==> src/rtl/dmem_arbiter.sv <==
// dmem_arbiter: shares the data memory between the core MEM stage and a debug/loader port, with starvation guard and debug lock.
module dmem_arbiter #(
  parameter int DM_ADDRESS = 9,
  parameter int DATA_W     = 32,
  parameter int STARVE_LIM = 4
) (
  input  logic                  clk,
  input  logic                  reset,
  input  logic                  core_rd,
  input  logic                  core_wr,
  input  logic [DM_ADDRESS-1:0] core_addr,
  input  logic [DATA_W-1:0]     core_wdata,
  input  logic [2:0]            core_funct3,
  output logic                  core_stall,
  output logic                  core_rvalid,
  input  logic                  dbg_req,
  input  logic                  dbg_we,
  input  logic                  dbg_lock,
  input  logic [DM_ADDRESS-1:0] dbg_addr,
  input  logic [DATA_W-1:0]     dbg_wdata,
  output logic                  dbg_gnt,
  output logic                  dbg_rvalid,
  output logic                  mem_rd,
  output logic                  mem_wr,
  output logic [DM_ADDRESS-1:0] mem_addr,
  output logic [DATA_W-1:0]     mem_wdata,
  output logic [2:0]            mem_funct3,
  input  logic [DATA_W-1:0]     mem_rdata
);
  localparam int CW = $clog2(STARVE_LIM + 1);
  localparam logic [CW-1:0] LIM = CW'(STARVE_LIM);
  typedef enum logic {ARB, LOCKED} state_t;
  typedef enum logic [1:0] {NONE, CORE, DBG} owner_t;
  state_t state;
  owner_t rd_owner;
  logic [CW-1:0] starve_cnt;
  logic core_req, core_gnt, dbg_win;
  // rd+wr together counts as a write, so core reads require ~core_wr
  always_comb begin
    core_req   = core_rd | core_wr;
    dbg_win    = ~reset & dbg_req & ((state == LOCKED) | ~core_req | (starve_cnt == LIM));
    core_gnt   = ~reset & core_req & (state == ARB) & ~dbg_win;
    core_stall = ~reset & core_req & ~core_gnt;
    dbg_gnt    = dbg_win;
    mem_rd     = dbg_win ? ~dbg_we : core_gnt & ~core_wr;
    mem_wr     = dbg_win ? dbg_we : core_gnt & core_wr;
    mem_addr   = dbg_win ? dbg_addr : core_gnt ? core_addr : '0;
    mem_wdata  = dbg_win ? dbg_wdata : core_gnt ? core_wdata : '0;
    mem_funct3 = dbg_win ? 3'b010 : core_gnt ? core_funct3 : 3'b000;
  end
  assign core_rvalid = rd_owner == CORE;
  assign dbg_rvalid  = rd_owner == DBG;
  always_ff @(posedge clk or posedge reset) begin
    if (reset) begin
      state      <= ARB;
      starve_cnt <= '0;
      rd_owner   <= NONE;
    end else begin
      state      <= (state == ARB) ? ((dbg_win & dbg_lock) ? LOCKED : ARB) : (dbg_lock ? LOCKED : ARB);
      starve_cnt <= (dbg_req & ~dbg_win) ? ((starve_cnt == LIM) ? starve_cnt : starve_cnt + CW'(1)) : '0;
      rd_owner   <= (dbg_win & ~dbg_we) ? DBG : (core_gnt & ~core_wr) ? CORE : NONE;
    end
  end
endmodule

==> config.mk <==
export PLATFORM = sky130hd
export DESIGN_NAME = dmem_arbiter
export DESIGN_NICKNAME = d
export VERILOG_FILES = /design/src/rtl/dmem_arbiter.sv
export SDC_FILE = /design/constraint.sdc
export NUM_CORES = 1
export LEC_CHECK = 0
export CORE_ASPECT_RATIO = 1.5
export CORE_MARGIN = 2
export CORE_UTILIZATION = 19
export DETAILED_ROUTE_END_ITERATION = 8
export PLACE_DENSITY = 0.8
export SYNTH_ARGS = -nofsm -noshare
export SYNTH_HDL_FRONTEND = slang
export SYNTH_SLANG_ARGS = --single-unit
==> constraint.sdc <==
create_clock -name clk -period 2.6 [get_ports clk]
set_input_delay 0.52 -clock clk [delete_from_list [all_inputs] [get_ports clk]]
set_output_delay 0.52 -clock clk [all_outputs]
set_load 0.01 [all_outputs]
==> flow_summary.ini <==
[run_status]
status = completed

[global_routing]
grt_pass1_wl_um = 6760
grt.overflow.total = 0
grt_pass1_vias = 1399
grtUsageTotal_pct = 16.9
grt_max_degree = 17
antenna_found_initial = 0

[timing]
hold_violations = 0
worst_slew_pin_slew_ps = 212
drv_slew = 0
fmax_mhz = 395
setup_viol = 0
fin_crit_sh_pct = 97.4
fin_ws_ps = 68.5
min_period_ps = 2530
worst_clock_skew_ps = 2.56
max_slew_margin_pct = 85.8

[placement]
place_hpwl_um = 3660
gp_congestion = 0.728
numPortBuffers = 141
post-place-ws_ps = -368

[synthesis]
synth-seq-cells = 6
syn-num-nets = 221
synth_cell_types = 22
synthArstFlopShare_pct = 100
ys_seq_area_share_pct = 17.0
syn_area_um2 = 885
synth.avg_cell_area_um2 = 9.31
synth-main-ff-cell = dfrtp_1
synthCells = 95
synth_warnings = 0
synth-edff-count = 0

[worst_setup_path]
endpoint_kind = primary output
critical_path_class = input port to primary output
startpoint_type = input port
critical_path_peak_fanout = 15
worstPathRequired_ps = 2080
crit_arrival_ps = 2010

[pwr]
power.density_nw_per_um2 = 274
ir_drop_mv = 0.315
total_power_w = 0.000683
leakage_nw = 1.22

[final_layout]
num-fill-cells = 426
drive_gt1_share_pct = 20.1
n_antenna_cell = 0
finalNetCount = 382
syn_to_final_growth_pct = 181

[min_path]
hp-class = input port to async pin

[floorplanning]
die_w_um = 59.7
ios = 174
die_area_um2 = 5230
fp.dieH_um = 87.6
core_area_um2 = 4500
start_util_pct = 19.6
row_count = 30

[detailed_routing]
wl_per_cell_um = 16.3
wl_um = 4920
drtIter0Drc = 51
wl_met2_um = 2770
wl_met1_um = 1710
via_per_inst = 4.72
dr.pass1.iters = 4
dr_total_vias = 1424
drc = 0
highest_layer = met4
ant_nets = 0
wl_met3_um = 385

[clock_tree]
cts_tree = done
hold_buffers = 0
cts_buffer_depth = 2
clock-root-buffer = clkbuf_8
clk_latency_ps = 230
htreeDepth = 1
numClockSinks = 6
clkTransAtPathRegs_ps = 40
cts_buffers = 3

[flow_run]
drv_cap = 0
-- logic make-up (layout without fill, tap and decap cells) --
group | Yosys count | count (layout) | synth area share, %
AND/OR/NAND/NOR | 20 | 20 | 14.3
XOR/XNOR | 1 | 1 | 0.990
multiplexers | 1 | 1 | 1.27
flip-flops | 6 | 6 | 17.0
adder cells (fa/ha/maj) | 2 | 2 | 2.83
AO/OA/AOI/OAI | 50 | 50 | 49.6
buffers and inverters | 15 | 174 | 14.0
-- layout by cell type (no fill, tap or decap), types with 3 or more instances in the layout --
cell	n
clkdlybuf4s50_1	92
clkbuf_8	3
dlygate4sd2_1	30
buf_2	5
clkdlybuf4s15_1	4
and2_1	5
inv_1	4
dfrtp_1	6
buf_4	17
a22o_1	42
clkbuf_2	9
nor3_1	4
-- synthesized netlist by cell type (2+ instances only) --
cell	instances	area (um^2)
a22o_1	42	368
ha_1	2	25.0
nand2_1	2	7.51
dfrtp_1	6	150
and2_1	5	31.3
o211a_1	2	20.0
nor2b_1	2	12.5
nor2_1	3	11.3
o21ai_0	2	10.0
buf_6	9	101
inv_1	6	22.5
nor3_1	4	20.0
-- final timing paths --
path	from	to	slack (ps)	depth (start not counted)
worst min register to register	starve_cnt[2]	starve_cnt[2]	670	3
worst max-delay path	core_rd	mem_funct3[1]	70	6
worst max register to register	starve_cnt[0]	rd_owner[0]	1070	8
max in group asynchronous	reset	starve_cnt[1]	1850	4
worst min-delay path	reset	state	640	4
min in group clk	starve_cnt[2]	starve_cnt[2]	670	3
-- power by group --
group          internal (W)  switching (W)  total [W]
clock             0.0000996      0.0000421   0.000142
sequential         0.000101     0.00000567   0.000106
combinational      0.000283       0.000152   0.000435
-- flip-flops by register name (all words and copies together), names as in the netlist --
register	flops
rd_owner	2
starve_cnt	3
state	1
-- worst max-delay path, cell delays in order --
cell	delay, ps
dlygate4sd2_1	270
a2bb2oi_2	190
a21oi_4	220
buf_8	180
a21o_1	90
clkdlybuf4s50_1	530
-- stage by stage --
| stage | setup TNS (ps) | area, um^2 | hold slack [ps] | instances | utilization, % |
|---|---|---|---|---|---|
| 3_5_place_dp | -15050 | 2380 | 633 | 288 | 52.8 |
| 4_1_cts | 0 | 2520 | 624 | 300 | 56.0 |
| 6_report | 0 | 2490 | 636 | 302 | 55.3 |
| 3_3_place_gp | -14450 | 2380 | 629 | 288 | 52.8 |
| 5_1_grt | -60.9 | 2490 | 664 | 302 | 55.3 |
| 2_1_floorplan | 0 | 885 | 441 | 95 | - |
-- timing repair --
action / in CTS / in global routing
pin swaps: 4 / 0
gates resized for setup: 71 / 27
cloned: 3 / 0
endpoints found under the setup margin: 48 / 36
setup buffers: 6 / 2
-- cell type report --
type / count / area [um^2] / share of cell area (%)
Inverter: 6 / 22.5 / 0.905
Tap cell: 48 / 60.1 / 2.41
Sequential cell: 6 / 150 / 6.03
Clock buffer: 3 / 41.3 / 1.66
Multi-Input combinational cell: 74 / 639 / 25.7
Timing Repair Buffer: 165 / 1580 / 63.3
-- routing by layer --
layer	global-route usage, %	vias up
met1	17.4	656
met4	5.66	0
met2	33.0	67
met3	2.51	5
li1	-	696
met5	0	-
No activity file was read; power rests on OpenSTA's default activity.
